File: src/rtl/aes_uart_pkg.sv
// Shared definitions for the UART block framer: state encoding, parity modes
// and the byte parity helper used by the receive checker and the transmitter.
package aes_uart_pkg;

  typedef enum logic [2:0] {
    IDLE     = 3'd0,
    RX_ACK   = 3'd1,
    RX_NEXT  = 3'd2,
    BLK_OUT  = 3'd3,
    RES_WAIT = 3'd4,
    TX_LOAD  = 3'd5,
    TX_START = 3'd6,
    TX_WAIT  = 3'd7
  } stateT;

  localparam int PARITY_NONE = 0;
  localparam int PARITY_EVEN = 1;

  // Bit that makes the byte plus parity carry an even number of ones.
  function automatic logic evenParity(input logic [7:0] b);
    return ^b;
  endfunction

endpackage

File: src/rtl/aes_block_serializer.sv
// Shifts a result block out to the UART transmitter one byte at a time,
// most-significant byte first, with even parity alongside each byte.
module aes_block_serializer
  import aes_uart_pkg::*;
#(
  parameter int BLOCK_BYTES = 16
) (
  input  logic                     clock,
  input  logic                     reset,
  input  logic                     start,
  input  logic [8*BLOCK_BYTES-1:0] blockIn,
  output logic                     done,
  input  logic                     tx_busy,
  output logic                     tx_begin,
  output logic [7:0]               tx_data,
  output logic                     tx_parity
);

  localparam int W  = 8 * BLOCK_BYTES;
  localparam int CW = (BLOCK_BYTES > 1) ? $clog2(BLOCK_BYTES) : 1;
  localparam logic [CW-1:0] LAST_BYTE = CW'(BLOCK_BYTES - 1);

  stateT          state;
  logic [W-1:0]   shiftReg;
  logic [CW-1:0]  byteCnt;

  always_ff @(posedge clock or negedge reset) begin
    if (!reset) begin
      state     <= IDLE;
      shiftReg  <= '0;
      byteCnt   <= '0;
      done      <= 1'b0;
      tx_begin  <= 1'b0;
      tx_data   <= '0;
      tx_parity <= 1'b0;
    end else begin
      // NOTE: state is written with <= so every branch sees the values from the
      // start of the cycle; the pulse defaults below are overridden only where set.
      done     <= 1'b0;
      tx_begin <= 1'b0;
      case (state)
        IDLE: begin
          if (start) begin
            shiftReg <= blockIn;
            byteCnt  <= '0;
            state    <= TX_LOAD;
          end
        end
        TX_LOAD: begin
          if (!tx_busy) begin
            tx_data   <= shiftReg[W-1 -: 8];
            tx_parity <= evenParity(shiftReg[W-1 -: 8]);
            shiftReg  <= shiftReg << 8;
            tx_begin  <= 1'b1;
            state     <= TX_START;
          end
        end
        TX_START: state <= TX_WAIT;
        TX_WAIT: begin
          // The UART acknowledges a start by raising busy; only then move on.
          if (tx_busy) begin
            if (byteCnt == LAST_BYTE) begin
              done  <= 1'b1;
              state <= IDLE;
            end else begin
              byteCnt <= byteCnt + 1'b1;
              state   <= TX_LOAD;
            end
          end
        end
        default: state <= IDLE;
      endcase
    end
  end

endmodule

File: src/rtl/aes_uart_framer.sv
// Assembles UART bytes (optionally with parity bytes) into a block for a core,
// then sends the core's result block back out through the UART transmitter.
module aes_uart_framer
  import aes_uart_pkg::*;
#(
  parameter int BLOCK_BYTES    = 16,
  parameter int PARITY_MODE    = 1,
  parameter int TIMEOUT_CYCLES = 100000
) (
  input  logic                     clock,
  input  logic                     reset,
  input  logic                     rx_rdy,
  input  logic [7:0]               rx_data,
  output logic                     rx_rdy_clr,
  input  logic                     tx_busy,
  output logic                     tx_begin,
  output logic [7:0]               tx_data,
  output logic                     tx_parity,
  output logic [8*BLOCK_BYTES-1:0] blk_data,
  output logic                     blk_valid,
  input  logic                     blk_ready,
  input  logic [8*BLOCK_BYTES-1:0] res_data,
  input  logic                     res_valid,
  output logic                     res_ready,
  output logic [BLOCK_BYTES-1:0]   par_err_mask,
  output logic [7:0]               err_count,
  output logic                     frame_timeout
);

  localparam int W     = 8 * BLOCK_BYTES;
  localparam int SLOTS = BLOCK_BYTES * ((PARITY_MODE == PARITY_EVEN) ? 2 : 1);
  localparam int SW    = (SLOTS > 1) ? $clog2(SLOTS) : 1;
  localparam logic [SW-1:0] LAST_SLOT      = SW'(SLOTS - 1);
  localparam bit            TIMEOUT_ON     = (TIMEOUT_CYCLES != 0);
  localparam logic [31:0]   TIMEOUT_LAST   = TIMEOUT_ON ? 32'(TIMEOUT_CYCLES - 1) : 32'd0;

  stateT          state;
  logic [SW-1:0]  slot;
  logic [31:0]    idleCnt;
  logic [SW-1:0]  byteIdx;
  logic           paritySlot;
  logic [7:0]     curByte;
  logic           blkTaken;
  logic           serStart;
  logic           serDone;

  // NOTE: every always_comb output gets a default before any conditional
  // assignment so no path leaves it unassigned and no latch is inferred.
  always_comb begin
    byteIdx    = (PARITY_MODE == PARITY_EVEN) ? (slot >> 1) : slot;
    paritySlot = (PARITY_MODE == PARITY_EVEN) && slot[0];
    curByte    = '0;
    for (int k = 0; k < BLOCK_BYTES; k++) begin
      if (byteIdx == SW'(k)) curByte = blk_data[W-1-8*k -: 8];
    end
  end

  // blk_valid is already high in RX_NEXT for the last slot, so accept there too.
  assign blkTaken = blk_valid && blk_ready && (state == RX_NEXT || state == BLK_OUT);
  // Start coincides with the result handshake so res_data is latched on that edge.
  assign serStart = (state == RES_WAIT) && res_valid;

  always_ff @(posedge clock or negedge reset) begin
    if (!reset) begin
      state         <= IDLE;
      slot          <= '0;
      idleCnt       <= '0;
      rx_rdy_clr    <= 1'b0;
      // NOTE: the block register is an output that must read zero after reset,
      // so it is reset like ordinary state rather than treated as storage.
      blk_data      <= '0;
      blk_valid     <= 1'b0;
      res_ready     <= 1'b0;
      par_err_mask  <= '0;
      err_count     <= '0;
      frame_timeout <= 1'b0;
    end else begin
      rx_rdy_clr    <= 1'b0;
      frame_timeout <= 1'b0;
      case (state)
        IDLE: begin
          if (rx_rdy) begin
            rx_rdy_clr <= 1'b1;
            idleCnt    <= '0;
            state      <= RX_ACK;
            for (int k = 0; k < BLOCK_BYTES; k++) begin
              if (byteIdx == SW'(k)) begin
                if (!paritySlot) blk_data[W-1-8*k -: 8] <= rx_data;
                else if (rx_data[0] != evenParity(curByte)) par_err_mask[k] <= 1'b1;
              end
            end
          end else if (TIMEOUT_ON && slot != '0) begin
            if (idleCnt == TIMEOUT_LAST) begin
              slot          <= '0;
              idleCnt       <= '0;
              blk_data      <= '0;
              par_err_mask  <= '0;
              frame_timeout <= 1'b1;
            end else begin
              idleCnt <= idleCnt + 32'd1;
            end
          end
        end
        RX_ACK: begin
          if (slot == LAST_SLOT) blk_valid <= 1'b1;
          state <= RX_NEXT;
        end
        RX_NEXT: begin
          if (slot == LAST_SLOT) begin
            state <= BLK_OUT;
          end else begin
            slot  <= slot + 1'b1;
            state <= IDLE;
          end
        end
        BLK_OUT: ;
        RES_WAIT: begin
          if (res_valid) begin
            res_ready <= 1'b0;
            state     <= TX_LOAD;
          end
        end
        TX_LOAD: begin
          if (serDone) begin
            slot    <= '0;
            idleCnt <= '0;
            state   <= IDLE;
          end
        end
        default: state <= IDLE;
      endcase

      if (blkTaken) begin
        blk_valid    <= 1'b0;
        res_ready    <= 1'b1;
        par_err_mask <= '0;
        slot         <= '0;
        if (par_err_mask != '0 && err_count != 8'hFF) err_count <= err_count + 8'd1;
        state        <= RES_WAIT;
      end
    end
  end

  aes_block_serializer #(
    .BLOCK_BYTES(BLOCK_BYTES)
  ) serializer (
    .clock    (clock),
    .reset    (reset),
    .start    (serStart),
    .blockIn  (res_data),
    .done     (serDone),
    .tx_busy  (tx_busy),
    .tx_begin (tx_begin),
    .tx_data  (tx_data),
    .tx_parity(tx_parity)
  );

endmodule
File: config.mk
export PLATFORM = sky130hd
export DESIGN_NAME = aes_uart_framer
export DESIGN_NICKNAME = d
export VERILOG_FILES = /design/src/rtl/aes_uart_pkg.sv /design/src/rtl/aes_block_serializer.sv /design/src/rtl/aes_uart_framer.sv
export SDC_FILE = /design/constraint.sdc
export NUM_CORES = 1
export LEC_CHECK = 0
export CAP_MARGIN = 20
export CORE_MARGIN = 3
export CORE_UTILIZATION = 33
export DETAILED_ROUTE_END_ITERATION = 12
export PLACE_DENSITY_LB_ADDON = 0.05
export SLEW_MARGIN = 20
export SYNTH_ARGS = -nofsm -noshare
export SYNTH_HDL_FRONTEND = slang
export SYNTH_SLANG_ARGS = --single-unit
File: constraint.sdc
create_clock -name clock -period 8.5 [get_ports clock]
set_input_delay 1.7 -clock clock [delete_from_list [all_inputs] [get_ports clock]]
set_output_delay 1.7 -clock clock [all_outputs]
set_load 0.01 [all_outputs]
==> flow_results.org, run 1 <==
** Run status
- Result of the run :: completed

** Clock network
- CTS placed an instance of sky130_fd_sc_hd__clkbuf_16 at the clock tree root.
- The clock passes through at most 3 buffers.
- In this run, post-CTS hold repair placed 0 buffers.
- After clock tree synthesis, the setup repair step added 0 buffers.
- Number of levels the H-tree was split into :: 2
- TritonCTS built the clock tree.
- Inserted Clock Buffers :: 41
- At the later pin of the worst-skew pair, clock insertion delay measures 0.57 ns.
- After clock tree synthesis, the clock-pin slew on the worst setup and hold paths is 0.06 ns.
- Clock sink count :: 342
- Gates resized during post-CTS repair numbered 0.

** Setup path
- Logic depth of the worst register-to-register path :: 10
- Crit Path Category :: reg -> reg
- Maximum net fanout on the critical path :: 47
- The worst setup path is captured at a flip-flop.
- Worst r2r src :: slot[1]
- WP data required :: 8.97 ns
- Data on the critical path arrives at its endpoint at 4.80 ns.
- Launch point of the critical path :: slot[1]
- Worst Setup Start Kind :: flip-flop

** Yosys
- Async set or reset register ratio after synthesis :: 1.000
- Yosys printed 0 warnings.
- Of the post-synthesis cell area, the dominant cell type holds 0.5297.
- The synthesized design contains 342 register bits.
- Counting flops with a built-in enable in the synthesized netlist gives 0.
- The commonest cells after synthesis are sky130_fd_sc_hd__dfrtp_1, sky130_fd_sc_hd__nand2_1, sky130_fd_sc_hd__nor2_1.
- Synthesized netlist net count :: 1,844
- Most used flip-flop cell after synthesis :: sky130_fd_sc_hd__dfrtp_1
- Post-Syn Area per Cell :: 9.526 µm²
- Share of synthesized area occupied by flip-flops and latches :: 0.5297
- Synthesized netlist cell count :: 1,696
- By area the synthesized netlist is led by sky130_fd_sc_hd__dfrtp_1, sky130_fd_sc_hd__mux2i_1, sky130_fd_sc_hd__nand2_1, sky130_fd_sc_hd__o21ai_0, sky130_fd_sc_hd__nor2_1.
- Summed over all instances, the cell type with the most area after synthesis is sky130_fd_sc_hd__dfrtp_1.
- Cell area after technology mapping :: 0.01616 mm²
- The most common cell in the synthesized netlist is sky130_fd_sc_hd__dfrtp_1.
- Post-synth cell types :: 73

** Floorplan
- Row generation in the floorplan step produced 80 rows.
- The die is 227.3 µm tall.
- The die covers 0.05165 mm².
- Effective utilization at floorplan :: 0.3363
- The core region is 0.04805 mm².
- X dimension of the die :: 227.3 µm
- I/O Pins :: 308

** STA
- For the pin with the worst max-slew slack, the measured transition is 1.027 ns.
- The worst pin sits at a relative slew slack of 0.3127.
- The number of failing hold endpoints at the final stage was 0.
- Setup repair after global routing left no endpoint under its margin.
- Worst-case clock skew :: 0.02196 ns
- Fin worst setup slack :: 4.162 ns
- The worst path in the final design needs a cycle of 4.338 ns, including I/O delays and setup.
- Worst hold margin :: 0.4811 ns
- The number of pins with negative max-slew slack in the final report is 0.
- In the finished design, the share of the clock period the worst path needs comes to 0.5104.
- Final setup violation count :: 0
- Static timing analysis puts the maximum clock frequency at 230.5 MHz.
- Aggregate negative setup slack :: 0 ns

** Routing
- The routed design has 55,720 µm of wire.
- Dividing the detail-routed wire length by the instance count gives 21.37 µm.
- Remaining number of nets flagged by the antenna check after routing :: 0
- Detailed routing placed a total of 3573 µm of wire on met3.
- Drt initial violations :: 978
- The highest metal layer carrying signal wires in the routed design is met5.
- For this block, the via count after detailed routing is 13,470.
- Met1 Wirelength :: 25,380 µm
- Via-per-instance ratio :: 5.167
- DR pass1 iterations :: 5
- DRC violations left :: 0
- Summed over all nets, wire length on met2 after detailed routing comes to 25,460 µm.

** Placement
- DPL Wire Length :: 39,520 µm
- Final weighted congestion of routability-driven global placement :: 0.8124
- Number of port buffers :: 307
- Prior to clock tree synthesis, the placed netlist has a worst setup slack of 3.569 ns.

** Cells and area
- The net count of the finished layout is 2,110.
- Share of post-route cells with drive strength above 1 :: 0.05933
- Measured on the finished design, the core utilization comes to 0.4393.
- Post-synthesis to final-layout area growth :: 30.64%

** Global routing
- In the global route stage, overall resource usage came out at 0.2135.
- Number of global-route vias before repair :: 13,290
- The first global-routing pass estimated 83,720 µm of wire.
- Initial antenna violation count :: 6
- Largest net degree at the start of global routing :: 152
- Global route total overflow :: 0

** Pwr
- Internal power comes to 3.680 mW.
- Switching share of power :: 0.3184
- The worst-case IR drop observed on VDD is 130.9 µV.
- Ratio of total power to cell area :: 255.8 mW/mm²
- Sequential share of power :: 0.430
- The analysis attributes to cell leakage a power of 9.472 nW.
- Clock network fraction of design power :: 0.327
- In this run the power spent charging and discharging nets is 1.719 mW.
- Comb power frac :: 0.243

** Min path
- Hold Path Depth :: 2
- The tightest min-delay check is of the reg -> reg type.
- Worst hold path startpoint :: serializer.tx_data[4]

** Job
- Max-cap check violation count :: 0
## worst max-delay path, cell delays in order, from the launching register on
cell and delay, ns:
sky130_fd_sc_hd__dfrtp_2 0.75, sky130_fd_sc_hd__buf_4 0.61, sky130_fd_sc_hd__inv_1 0.45, sky130_fd_sc_hd__or3_1 0.46
sky130_fd_sc_hd__a311oi_1 0.31, sky130_fd_sc_hd__o21ai_1 0.13, sky130_fd_sc_hd__xnor2_1 0.29, sky130_fd_sc_hd__xnor2_1 0.16
sky130_fd_sc_hd__xnor3_2 0.58, sky130_fd_sc_hd__nor3b_1 0.27, sky130_fd_sc_hd__mux2i_1 0.21
## layer usage
metal  track usage  up-vias
li1              -     6437
met3       0.04926       88
met1        0.3021     6569
met2        0.3321      370
met5             0        -
met4       0.05526        6
## per-stage QoR
stage | total power [mW] | area (µm²) | std cells
after global placement | 3.635 | 19710 | 2531
after detailed placement | 3.660 | 19730 | 2533
after CTS | 5.459 | 21050 | 2603
after floorplan | 3.143 | 16160 | 1696
after global routing | 5.741 | 21100 | 2605
final | 5.399 | 21110 | 2607
## kinds of logic after synthesis
family | count (synthesis) | synth area share
and+or+nand+nor | 605 | 0.1615
AOI/OAI and AO/OA | 420 | 0.1456
DFF | 342 | 0.5297
muxes | 154 | 0.09913
buffers and inverters | 126 | 0.03516
xor gates and xnor gates | 43 | 0.02424
adders and majority gates | 6 | 0.004646
## power groups by stage
stage / clock network, mW / logic (mW) / registers [mW]
2_1_floorplan: 0 / 0.888 / 2.25
3_3_place_gp: 0 / 1.29 / 2.35
3_5_place_dp: 0 / 1.31 / 2.34
4_1_cts: 1.81 / 1.32 / 2.32
5_1_grt: 1.89 / 1.47 / 2.38
6_report: 1.76 / 1.31 / 2.32
## state kept, by name, summed over array words and instances (netlist names), 4 cells and up
| signal | count |
|---|---|
| par_err_mask | 16 |
| blk_data | 128 |
| slot | 5 |
| err_count | 8 |
| serializer.shiftReg | 128 |
| idleCnt | 32 |
| serializer.tx_data | 8 |
| serializer.byteCnt | 4 |
## area by class of cell
type	instances	area [µm²]
multi-input combinational	1228	7058
inverter	17	63.81
antenna	3	7.507
timing repair buffer	332	3323
clock inverter	9	102.6
clock buffer	61	1224
sequential	342	8559
tap	615	769.5
fill	4674	26940
## worst paths after layout
| path | to | slack (ns) |
|---|---|---|
| setup / recovery | par_err_mask[9] | 4.16 |
| hold / removal | serializer.tx_data[4] | 0.48 |
| setup reg to reg | par_err_mask[9] | 4.16 |
| hold reg to reg | serializer.tx_data[4] | 0.48 |
| max in group asynchronous | slot[1] | 6.01 |
| min in group asynchronous | blk_data[51] | 1.06 |
## cells in the final DEF (no fill, tap or decap), drive strengths merged, types with 4 or more instances in the layout
| master | count |
|---|---|
| dfrtp | 342 |
| clkdlybuf4s50 | 306 |
| nand2 | 261 |
| nor2 | 207 |
| o21ai | 186 |
| a21oi | 154 |
| mux2i | 142 |
| clkbuf | 61 |
| nand3 | 27 |
| buf | 26 |
| xor2 | 24 |
| xnor2 | 18 |
| inv | 17 |
| nor3 | 16 |
| and3 | 13 |
| nand4 | 13 |
| nor4 | 12 |
| or3 | 11 |
| nand2b | 11 |
| a31oi | 10 |
| mux2 | 8 |
| nor2b | 8 |
| o22ai | 8 |
| o211ai | 7 |
| clkinv | 7 |
| and2 | 6 |
| ha | 6 |
| a311oi | 5 |
| o31ai | 5 |
| o221ai | 4 |
| a221oi | 4 |
| mux4 | 4 |
| or2 | 4 |
| a211oi | 4 |
Power figures use the tool's default switching activity.
==> run 2, diff against run 1 <==
Clock period 8.5 ns to 4.3 ns, I/O delays scaled along.
==> flow_results.org, run 2 (synthesized netlist as in run 1, its figures left out) <==
** STA
- The final setup violation count came to 0 (unchanged).
- The number of pins with negative max-slew slack in the final report is 0 (unchanged).
- Setup repair after global routing missed its margin: false (unchanged).
- Tightest Pin Transition :: 1.134 ns (was 1.027 ns)
- The accumulated negative setup slack is 0 ns (unchanged).
- Max-slew headroom :: 0.2414 (was 0.3127)
- The timing-limited maximum frequency is 260.1 MHz (was 230.5 MHz).
- Final worst path period need :: 3.845 ns (was 4.338 ns)
- The minimum setup slack in the final design came to 0.4548 ns (was 4.162 ns).
- The largest clock skew in the final design was 0.01511 ns (was 0.02196 ns).
- Fin crit share :: 0.8942 (was 0.5104)
- Fin. Hold Viols :: 0 (unchanged)

** Routing
- Drt initial violations :: 969 (was 978)
- Total wirelength of the detailed-routed design :: 57,560 µm (was 55,720 µm)
- DRC violations left :: 0 (unchanged)
- The average detailed-routed wire length per instance came to 21.87 µm (was 21.37 µm).
- Via count of the routed design :: 13,545 (was 13,470)
- The post-detailed-route via-to-cell ratio was 5.146 (was 5.167).
- The first-pass iteration count of the detailed router came to 5 (unchanged).
- Remaining number of nets flagged by the antenna check after routing :: 0 (unchanged)

** Setup path
- The slack of the worst reg-to-reg path came to 0.45 ns (was 4.16 ns).
- The startpoint kind of the worst setup timing path was a flip-flop (unchanged).
- Launch point of the critical path :: slot[1] (unchanged)
- Maximum net fanout on the critical path :: 29 (was 47)
- Endpoint class of the critical path :: flip-flop (unchanged)
- Worst r2r src :: slot[1] (unchanged)
- Crit Path Category :: reg -> reg (unchanged)
- The data required time at the worst endpoint came to 4.77 ns (was 8.97 ns).
- Arrival time at the worst endpoint :: 4.31 ns (was 4.80 ns)

** Global routing
- GR Layer Usage met2 :: 0.3509 (was 0.3321)
- The first-pass GRT wire length is 86,470 µm (was 83,720 µm).
- The layer with the highest usage was met2 (unchanged).
- Initial antenna violation count :: 3 (was 6)
- The global-route track usage on met3 came to 0.04823 (was 0.04926).
- The met1 capacity usage during global routing is 0.3106 (was 0.3021).
- Overall Global Routing Usage :: 0.2217 (was 0.2135)
- The number of global-route vias before repair is 13,524 (was 13,290).
- Global route total overflow :: 0 (unchanged)
- Largest net degree at the start of global routing :: 121 (was 152)

** Placement
- The total half-perimeter wirelength after legalization and detailed placement came to 42,250 µm (was 39,520 µm).
- The post-placement cell area is 0.01998 mm² (was 0.01973 mm²).
- The routability congestion estimate from global placement came to 0.8552 (was 0.8124).
- The count of port buffers added during placement came to 307 (unchanged).
- Post-placement worst setup slack :: 0.5134 ns (was 3.569 ns)
- Placed Instances :: 2,556 (was 2,533)

** Pwr
- Cell Int Power :: 7.473 mW (was 3.680 mW)
- The static leakage power was 9.662 nW (was 9.472 nW).
- Comb power frac :: 0.240 (was 0.243)
- Peak supply drop :: 320.6 µV (was 130.9 µV)
- Ratio of total power to cell area :: 508.5 mW/mm² (was 255.8 mW/mm²)
- Switching share of power :: 0.3139 (was 0.3184)
- Clock network fraction of design power :: 0.338 (was 0.327)
- Sequential share of power :: 0.422 (was 0.430)
- The net switching power is 3.420 mW (was 1.719 mW).
- Design Power :: 10.89 mW (was 5.399 mW)

** Clock network
- The clock-pin transition on the worst setup and hold timing paths came to 0.06 ns (about the same).
- The clock tree root driver cell is sky130_fd_sc_hd__clkbuf_16 (unchanged).
- CTS Buffer Depth :: 3 (unchanged)
- Number of levels the H-tree was split into :: 2 (unchanged)
- Clock sink count :: 342 (unchanged)
- The post-CTS setup buffer count was 0 (unchanged).
- Gates resized, CTS repair :: 0 (unchanged)
- The number of buffers inserted by hold repair at cts is 0 (unchanged).
- Inserted Clock Buffers :: 41 (unchanged)
- The clock network latency to the later pin of the worst-skew pair was 0.56 ns (was 0.57 ns).
- TritonCTS clock tree :: done (unchanged)

** Cells and area
- The layout overhead on the synthesized area is 32.59% (was 30.64%).
- The final net count is 2,132 (was 2,110).
- The area occupied by registers was 0.008559 mm² (unchanged).
- Commonest cells after routing, fill and taps aside: sky130_fd_sc_hd__dfrtp_1, sky130_fd_sc_hd__clkdlybuf4s50_1, sky130_fd_sc_hd__nand2_1 (unchanged).
- Count of filler cells inserted in the layout :: 4,678 (was 4,674)
- Registers with the most flip-flops :: blk_data x128, serializer.shiftReg x128, idleCnt x32 (unchanged)
- Commonest non-fill, non-tap cell in the layout :: sky130_fd_sc_hd__dfrtp_1 (unchanged)
- The area used by multi-input combinational logic is 0.007046 mm² (was 0.007058 mm²).
- Post-route insts no fill :: 2,632 (was 2,607)
- Finished Cell Area :: 0.02142 mm² (was 0.02111 mm²)
- The fraction of final layout cells with drive strength greater than 1 was 0.07295 (was 0.05933).

** Floorplan
- X dimension of the die :: 227.3 µm (unchanged)
- The number of ports placed on the die boundary was 308 (unchanged).
- Effective utilization at floorplan :: 0.3363 (unchanged)
- The height of the die was 227.3 µm (unchanged).
- The core footprint is 0.04805 mm² (unchanged).
- The die area came to 0.05165 mm² (unchanged).
- # rows :: 80 (unchanged)

** Job
- Max-cap check violation count :: 0 (unchanged)

** Run status
- Result of the run: completed (unchanged).

** Min path
- The class of the tightest hold or removal check is in -> async (was reg -> reg).
run 2: cell types whose count changed in the layout (fill, tap and decap cells not counted), moves of 2 or more:
cell	delta
sky130_fd_sc_hd__buf_12	+6
sky130_fd_sc_hd__clkinv_2	+4
sky130_fd_sc_hd__clkbuf_1	-6
sky130_fd_sc_hd__clkbuf_8	+5
sky130_fd_sc_hd__buf_4	+17
sky130_fd_sc_hd__a21oi_1	+4
sky130_fd_sc_hd__a21oi_2	-4
sky130_fd_sc_hd__bufinv_16	+2
run 2: critical path, stage by stage (launching register included):
cell	delay, ns
sky130_fd_sc_hd__dfrtp_2	0.74
sky130_fd_sc_hd__buf_4	0.44
sky130_fd_sc_hd__nor2b_1	0.52
sky130_fd_sc_hd__a31oi_1	0.17
sky130_fd_sc_hd__a2bb2oi_1	0.16
sky130_fd_sc_hd__o211ai_1	0.12
sky130_fd_sc_hd__a22oi_1	0.14
sky130_fd_sc_hd__xnor2_1	0.21
sky130_fd_sc_hd__xnor2_1	0.14
sky130_fd_sc_hd__xnor3_2	0.58
sky130_fd_sc_hd__nor3b_1	0.29
sky130_fd_sc_hd__mux2i_1	0.22
run 2: worst paths after layout:
kind,to,cells past startpoint
setup / recovery,par_err_mask[9],11
hold / removal,blk_data[43],1
setup reg to reg,par_err_mask[9],11
hold reg to reg,serializer.tx_data[4],2
max in group asynchronous,serializer.shiftReg[26],2
min in group clock,serializer.tx_data[4],2
run 2: final cells by class:
class / count / area share
Inverter: 17 / 0.002979
Sequential cell: 342 / 0.3996
Multi-Input combinational cell: 1228 / 0.3289
Tap cell: 615 / 0.03592
Antenna cell: 2 / 0.0002336
Clock inverter: 15 / 0.008878
Clock buffer: 59 / 0.05812
Timing Repair Buffer: 354 / 0.1654
run 2: per-stage QoR:
stage,hold slack (ns),util
final,0.3891,0.4459
after global routing,0.4395,0.4458
after CTS,0.4130,0.4457
after detailed placement,0.4692,0.4158
after global placement,0.4643,0.4157
after floorplan,0.4622,-
run 2: power groups by stage:
stage | clock, mW | combinational (mW) | sequential (mW)
5_1_grt | 3.92 | 2.93 | 4.71
4_1_cts | 3.79 | 2.63 | 4.60
3_5_place_dp | 0 | 2.62 | 4.65
6_report | 3.68 | 2.61 | 4.60
3_3_place_gp | 0 | 2.55 | 4.66
2_1_floorplan | 0 | 1.76 | 4.46
run 2: per-layer routing:
metal,part of all wire,up-vias,routed length [µm]
li1,-,6502,-
met1,0.46,6609,26340
met2,0.46,355,26690
met3,0.059,75,3380
met4,0.019,4,1114
met5,0.00050,-,29
